$ cat src/rtl/serial_alu_pkg.sv
// Shared definitions for the bit-serial ALU: op codes, sequencer states and
// the carry-seed rule used to start the subtract/compare chain.
package serial_alu_pkg;

    localparam logic [3:0] OP_ADD  = 4'b0000;
    localparam logic [3:0] OP_SUB  = 4'b1000;
    localparam logic [3:0] OP_SLT  = 4'b0010;
    localparam logic [3:0] OP_SLTU = 4'b0011;
    localparam logic [3:0] OP_XOR  = 4'b0100;
    localparam logic [3:0] OP_OR   = 4'b0110;
    localparam logic [3:0] OP_AND  = 4'b0111;

    typedef enum logic {
        ST_IDLE,
        ST_RUN
    } state_e;

    // Subtract and both compares run as a + ~b + 1, so they seed the carry with 1.
    function automatic logic carry_seed(input logic [3:0] op);
        return op[1] | op[3];
    endfunction

endpackage

$ cat src/rtl/serial_alu_slice.sv
// Combinational SLICE-bit ALU step: adds/logic on one slice and advances the
// registered carry and compare chains owned by the sequencer.
module serial_alu_slice
    import serial_alu_pkg::*;
#(
    parameter int SLICE = 4
) (
    input  logic [3:0]       op,
    input  logic [SLICE-1:0] a_s,
    input  logic [SLICE-1:0] b_s,
    input  logic             cy_in,
    input  logic             cmp_in,
    input  logic             is_last,
    output logic [SLICE-1:0] res,
    output logic             cy_out,
    output logic             cmp_out
);

    logic [SLICE-1:0] b_eff;
    logic [SLICE:0]   sum;
    logic             lt_signed;

    always_comb begin
        b_eff  = carry_seed(op) ? ~b_s : b_s;
        sum    = {1'b0, a_s} + {1'b0, b_eff} + {{SLICE{1'b0}}, cy_in};
        cy_out = sum[SLICE];
        // Only meaningful on the top slice, where a_s/b_s hold the sign bits.
        lt_signed = (a_s[SLICE-1] != b_s[SLICE-1]) ? a_s[SLICE-1] : ~sum[SLICE];

        res     = '0;
        cmp_out = 1'b0;
        case (op)
            OP_ADD, OP_SUB: begin
                res     = sum[SLICE-1:0];
                cmp_out = cmp_in & (sum[SLICE-1:0] == '0);
            end
            OP_SLTU: begin
                cmp_out = is_last ? ~sum[SLICE] : cmp_in;
                res[0]  = cmp_out;
            end
            OP_SLT: begin
                cmp_out = is_last ? lt_signed : cmp_in;
                res[0]  = cmp_out;
            end
            OP_XOR: res = a_s ^ b_s;
            OP_OR:  res = a_s | b_s;
            OP_AND: res = a_s & b_s;
            default: begin
                res     = '0;
                cmp_out = 1'b0;
            end
        endcase
    end

endmodule

$ cat src/rtl/serial_alu_seq.sv
// Bit-serial ALU sequencer: captures an operation on start, walks the operands
// LSB-first one slice per cycle and reports d/cmp with a busy/done handshake.
module serial_alu_seq
    import serial_alu_pkg::*;
#(
    parameter int WIDTH = 32,
    parameter int SLICE = 4
) (
    input  logic             clk,
    input  logic             rst,
    input  logic             start,
    input  logic [3:0]       op,
    input  logic [WIDTH-1:0] a,
    input  logic [WIDTH-1:0] b,
    output logic             busy,
    output logic             done,
    output logic [WIDTH-1:0] d,
    output logic             cmp
);

    localparam int NSL = WIDTH / SLICE;
    localparam int CW  = (NSL > 1) ? $clog2(NSL) : 1;
    localparam logic [CW-1:0] LAST = CW'(NSL - 1);

    if (SLICE < 1 || (WIDTH % SLICE) != 0 || (SLICE & (SLICE - 1)) != 0) begin : g_bad_param
        $error("serial_alu_seq: SLICE must be a power of two that divides WIDTH");
    end

    state_e           state_q, state_d;
    logic [CW-1:0]    cnt_q;
    logic [3:0]       op_q;
    logic [WIDTH-1:0] a_q, b_q;
    logic             cy_q, chain_q;
    logic [WIDTH-1:0] d_q, d_d;
    logic             cmp_q, done_q;

    logic             accept, is_last, last_step;
    logic [SLICE-1:0] slice_res;
    logic             slice_cy, slice_cmp;

    assign accept    = (state_q == ST_IDLE) && start;
    assign is_last   = (cnt_q == LAST);
    assign last_step = (state_q == ST_RUN) && is_last;

    serial_alu_slice #(.SLICE(SLICE)) u_slice (
        .op      (op_q),
        .a_s     (a_q[SLICE-1:0]),
        .b_s     (b_q[SLICE-1:0]),
        .cy_in   (cy_q),
        .cmp_in  (chain_q),
        .is_last (is_last),
        .res     (slice_res),
        .cy_out  (slice_cy),
        .cmp_out (slice_cmp)
    );

    always_ff @(posedge clk) begin
        if (rst) state_q <= ST_IDLE;
        else     state_q <= state_d;
    end

    always_comb begin
        state_d = state_q;
        case (state_q)
            ST_IDLE: if (start)   state_d = ST_RUN;
            ST_RUN:  if (is_last) state_d = ST_IDLE;
            default:              state_d = ST_IDLE;
        endcase
    end

    always_comb begin
        busy = (state_q == ST_RUN);
        done = done_q;
        d    = d_q;
        cmp  = cmp_q;
    end

    // Compares return a single-bit result, so their last write replaces the whole word.
    always_comb begin
        d_d = d_q;
        d_d[int'(cnt_q) * SLICE +: SLICE] = slice_res;
        if (is_last && op_q[2:1] == 2'b01) begin
            d_d    = '0;
            d_d[0] = slice_cmp;
        end
    end

    always_ff @(posedge clk) begin
        if (rst) begin
            cnt_q   <= '0;
            op_q    <= '0;
            a_q     <= '0;
            b_q     <= '0;
            cy_q    <= 1'b0;
            chain_q <= 1'b0;
            d_q     <= '0;
            cmp_q   <= 1'b0;
            done_q  <= 1'b0;
        end else begin
            done_q <= last_step;
            if (accept) begin
                op_q    <= op;
                a_q     <= a;
                b_q     <= b;
                cnt_q   <= '0;
                cy_q    <= carry_seed(op);
                chain_q <= 1'b1;
            end else if (state_q == ST_RUN) begin
                a_q     <= a_q >> SLICE;
                b_q     <= b_q >> SLICE;
                cnt_q   <= cnt_q + CW'(1);
                cy_q    <= slice_cy;
                chain_q <= slice_cmp;
                d_q     <= d_d;
                if (is_last) cmp_q <= slice_cmp;
            end
        end
    end

endmodule

$ cat config.mk
export PLATFORM = sky130hd
export DESIGN_NAME = serial_alu_seq
export DESIGN_NICKNAME = d
export VERILOG_FILES = /design/src/rtl/serial_alu_pkg.sv /design/src/rtl/serial_alu_slice.sv /design/src/rtl/serial_alu_seq.sv
export SDC_FILE = /design/constraint.sdc
export NUM_CORES = 1
export LEC_CHECK = 0
export BUFFER_PORTS_ARGS = -buffer_cell sky130_fd_sc_hd__buf_2
export CORE_MARGIN = 1
export CORE_UTILIZATION = 59
export DETAILED_ROUTE_END_ITERATION = 8
export PLACE_DENSITY = 0.82
export SLEW_MARGIN = 40
export SYNTH_ARGS = -nofsm -noshare
export SYNTH_HDL_FRONTEND = slang
export SYNTH_SLANG_ARGS = --single-unit
$ cat constraint.sdc
create_clock -name clk -period 8.1 [get_ports clk]
set_input_delay 2.43 -clock clk [delete_from_list [all_inputs] [get_ports clk]]
set_output_delay 2.43 -clock clk [all_outputs]
set_load 0.01 [all_outputs]
* Yosys cells after proc, flatten, opt, wreduce, memory -nomap -nowiden *
Index checks and enable logic that the tools add are counted.

word-level totals
  output and inout bits = 35
  logic and storage cells = 65
  register bits after elaboration = 108
  memories kept = 0
  memory bits (read-only) = 0
  RAM bits = 0
  bits in latches = 0

cells by class
  div/mod/pow operators = 0
  eq/ne operators = 9
  add/sub/neg operators = 4
  muxes and demuxes = 20
  reduce and logical (&&, ||, !) cells = 10
  shifts and indexed selects = 2
  multiply operators = 0
  magnitude comparators = 0
  bitwise logic cells = 10

operator list
  operator                                                                  count
  32-bit 2-to-1 mux                                                         5
  5-bit negator with 33-bit output                                          1
  4-bit by 33-bit variable shift with 32-bit output (first input constant)  1
  4-bit by 33-bit indexed part select with 32-bit output                    1
  32-bit bitwise mux                                                        1
  4-bit by 3-bit == test with 1-bit output (second input constant)          3
  3-bit one-hot mux with 4 select lines                                     1
  1-bit 2-to-1 mux                                                          9
  4-bit by 2-bit == test with 1-bit output (second input constant)          2
  4-bit logical NOT                                                         2
  1-bit one-hot mux with 6 select lines                                     1
  4-bit by 4-bit adder with 5-bit output                                    1
  5-bit by 1-bit adder with 5-bit output                                    1
  4-bit AND                                                                 1
  4-bit == test (second input constant)                                     1
  4-bit 2-to-1 mux                                                          1
  4-bit inverter                                                            1
  4-bit OR                                                                  1
  2-bit OR reduction                                                        2
  4-bit bitwise XOR                                                         1
  3-bit by 1-bit adder with 3-bit output (second input constant)            1
  3-bit == test (second input constant)                                     1
  1-bit logical AND                                                         3
  1-bit inverter                                                            3
  other kinds (9)                                                           10

* Longest topological paths before layout *
  word-level depth = 11
  mapped depth = 12

* Modules after synthesis *
A second synthesis with hierarchy kept.

unflattened totals
  cell total of the unflattened synthesis = 624
  area total of the unflattened synthesis = 5341.4 um2

modules (own cells, without submodules)
  module            area an instance (um2)  instances  cells an instance
  serial_alu_seq    4758.3                  1          550
  serial_alu_slice  583.1                   1          74

* Worst setup path after synthesis *
OpenSTA, ideal clock, no wires.

  path type = in2reg
  from = input start
  to = register b_q[0]
  library setup time = 0.128 ns
  data required time = 7.972 ns
  arrival time = 3.279 ns
  cell stages on the path = 6
  path slack = 4.694 ns
  path through = clkbuf_1 -> buf_2 -> mux2i_1 -> nor2_1 -> a21oi_1 -> nor2_1

between the ends
  cells in the longest elaborated chain, start to end = 2

ends and longest elaborated chain
  element                                                  line                   source
  start: declaration                                       serial_alu_seq.sv:11   input logic start,
  1-bit logical AND *                                      serial_alu_seq.sv:41   assign accept = (state_q == ST_IDLE) && start;
  32-bit 2-to-1 mux or 2-bit nonzero test (tied branches)  n/a
  end signal: assignment                                   serial_alu_seq.sv:110  b_q <= b_q >> SLICE;
  end: declaration                                         serial_alu_seq.sv:32   logic [WIDTH-1:0] a_q, b_q;

Mark *: on every way between the ends. The rest lies on a longest branch, timed or not.
A chain may end at the register's enable or synchronous reset.

* Worst setup path in the final report *
  from = register state_q, in the netlist busy
  to = output busy

RTL lines
  element                   line                  source
  start: declaration        serial_alu_seq.sv:29  state_e state_q, state_d;
  start signal: assignment  serial_alu_seq.sv:59  else state_q <= state_d;
  end: declaration          serial_alu_seq.sv:15  output logic busy,

No word-level cell between the ends.

==> summary.txt <==
Critical path
  – Critical path buffers and inverters: 1
  – Slowest-stage cell, CP: dfxtp_4
  – Worst Path Required: 5.67 ns
  – Worst Setup SP: busy
  – Crit Path Class: flop to output pin
  – Startpoint types: flop
  – CP peak stage delay: 0.69 ns
  – Reg2reg start: op_q[1]
  – Maximum fanout along the worst path: 56
  – Crit-path leading delay family: flip-flops
  – Worst Setup End Kind: output pin
  – Critical path, cell by cell: buf_2
  – WP data arrival: 1.30 ns

STA
  – Final worst-path cycle share: 0.4602
  – Setup TNS: 0 ns
  – Final setup margin: 4.373 ns
  – Fin. max-slew vios: 0
  – Worst slew margin: 0.4749
  – RSZ-0062 raised after global routing: false
  – Worst-margin pin slew: 0.7876 ns
  – Final Hold Viols: 0
  – Final setup vio count: 0
  – Setup Skew: 0.01496 ns
  – Fmax: 268.3 MHz
  – Post-route minimum period: 3.727 ns

Yosys
  – Main flop type after synthesis: dfxtp_1
  – Top post-synthesis cells by area: dfxtp_1 (42%), mux2i_1 (13%), nor2_1 (11%), a21oi_1 (7.0%), ha_1 (4.4%)
  – Post-synthesis cell count: 594
  – Netlist cell types: 51
  – Post-synth top area cell: dfxtp_1
  – Synthesis Warnings: 0
  – Share of flip-flops with an asynchronous set or reset: 0
  – Mean Syn Cell Area: 8.628 µm²
  – Number of synthesized register bits: 108
  – Synth Cell Area: 5125 µm²
  – Sequential share of the synthesized area: 0.4219
  – Syn Nets: 685
  – Top cell type's share of synthesized area: 0.4219
  – Post-synth EDFFs: 0

Placed design
  – Pre-CTS setup slack: 4.075 ns
  – DP Wirelength: 7.755 mm
  – IO buf count: 105
  – Area after DPL: 5630 µm²
  – GP Congestion: 0.9010

Clocking
  – Post-cts resize count: 0
  – Worst-path clk slew: 0.10 ns
  – Total CTS buffers: 9
  – Clock sinks: 108
  – Cts hold-fix bufs: 0
  – Post-CTS setup buffer count: 0
  – Clock Root Buffer: clkbuf_8
  – CTS max path bufs: 2
  – Clock Latency Late Sink: 0.38 ns
  – TritonCTS clock tree: yes
  – H-tree levels: 3

Route
  – 1st-pass router iterations: 5
  – Vias: 4347
  – Detailed-route wire length per cell: 14.13 µm
  – DR iter-0 viols: 190
  – Vias per cell: 5.531
  – DRT Wirelength: 11.11 mm
  – Remaining DRCs: 0
  – Post-route ant nets: 0

Global routing
  – GRT Util Overall: 0.2542
  – Vias in the first global route: 3976
  – Total gr overflow: 0
  – Global-route wire length before repair: 18.16 mm
  – Largest net degree at the start of global routing: 83
  – Initial antenna violation count: 0

Power and ir drop
  – Peak VDD IR: 0.0001030 V
  – Pwr dens: 190.3 nW/µm²
  – Total Power: 1115 µW
  – P_leak: 0.002687 µW

Hold path
  – Beginning of the worst hold path: d[10]
  – Hold Path Class: flop to flop

Floorplan
  – Core Area: 8299 µm²
  – Floorplan row count: 33
  – I/O pins: 106
  – Die area: 9063 µm²
  – Die Y: 95.20 µm
  – Starting Density: 0.6175
  – Die X: 95.20 µm

Flow run
  – Max-Cap Viols: 0

Final layout
  – Final Instance Area: 5859 µm²
  – Area growth syn-to-layout: 14.33%
  – Final Util: 0.7060
  – Final #Nets: 767
  – N_diodes: 0
  – Ratio of cells with drive above 1 in the final layout: 0.2173

Status
  – Status: finished clean
==> layer usage <==
metal	track usage	routed length [µm]
met1	0.3312	4977
met2	0.4101	5253
met3	0.05662	706
met4	0.09470	171
met5	0	0
==> registers in the layout (all words and copies together), names as in the netlist <==
register	count
done	1
d	32
cmp	1
op_q	4
cy_q	1
busy	1
b_q	32
a_q	32
cnt_q	3
chain_q	1
==> cell type report <==
| class | instances | area [µm²] |
|---|---|---|
| Fill cell | 677 | 2440 |
| Multi-Input combinational cell | 435 | 2734 |
| Timing Repair Buffer | 108 | 566.8 |
| Tap cell | 105 | 131.4 |
| Sequential cell | 108 | 2166 |
| Clock buffer | 10 | 137.6 |
| Inverter | 14 | 52.55 |
| Clock inverter | 6 | 71.32 |
==> worst paths after layout <==
| kind | slack, ns | depth (start not counted) | to |
|---|---|---|---|
| max reg2reg | 4.99 | 9 | d[25] |
| min reg2reg | 0.46 | 2 | d[10] |
| min | 0.46 | 2 | d[10] |
| max | 4.37 | 1 | busy |
==> where the power goes <==
part,leakage (µW),switching (µW),internal (µW)
registers,0.000883,26.6,557
logic,0.00171,108,82.7
clock network,0.0000991,187,154
==> through the flow <==
step | hold WS [ns] | std cells
after floorplan | 0.4537 | 594
after global placement | 0.4291 | 769
after detailed placement | 0.4385 | 769
after CTS | 0.4605 | 785
after global routing | 0.4853 | 786
final | 0.4579 | 786
==> cells in the final DEF (no fill, tap or decap), types with 2 or more instances in the layout <==
cell	synthesis	routed
buf_2	9	104
nor2b_1	4	4
nand3_1	8	8
clkbuf_8	0	10
fa_1	2	2
or2_1	2	2
or3_2	2	2
clkinvlp_4	0	2
nand4bb_1	2	2
clkinv_4	0	2
o21ai_1	4	4
nor3_1	4	4
a31o_2	2	2
a21o_2	3	3
inv_1	14	14
nor2_1	145	145
xnor2_1	5	5
nand3b_1	2	2
or2_2	4	4
o2bb2ai_1	13	13
ha_1	18	18
a22o_1	6	6
nor3_2	2	2
a311oi_1	2	2
a21oi_1	72	72
dfxtp_1	108	107
buf_4	1	2
mux2i_1	68	68
a211oi_1	2	2
o211ai_1	3	3
nand2_1	26	26
a31oi_1	2	2
o21ai_0	13	13
and3_2	2	2
==> cells by family after synthesis <==
logic type               share of synthesized area
AO/OA/AOI/OAI                               0.1550
buffers and inverters                      0.04468
adder cells (fa/ha/maj)                    0.05176
AND/OR/NAND/NOR                             0.1836
XOR/XNOR                                   0.01025
multiplexers                                0.1328
flip-flops                                  0.4219
==> Yosys cell counts (2+ instances only) <==
master     count
a211oi_1       2
a21o_2         3
a21oi_1       72
a22o_1         6
a311oi_1       2
a31o_2         2
a31oi_1        2
and3_2         2
buf_1          6
buf_2          9
buf_6          3
clkbuf_1      18
dfxtp_1      108
fa_1           2
ha_1          18
inv_1         14
mux2i_1       68
nand2_1       26
nand3_1        8
nand3b_1       2
nand4bb_1      2
nor2_1       145
nor2b_1        4
nor3_1         4
nor3_2         2
o211ai_1       3
o21ai_0       13
o21ai_1        4
o2bb2ai_1     13
or2_1          2
or2_2          4
or3_2          2
xnor2_1        5
(Power assumes the default switching activity.)
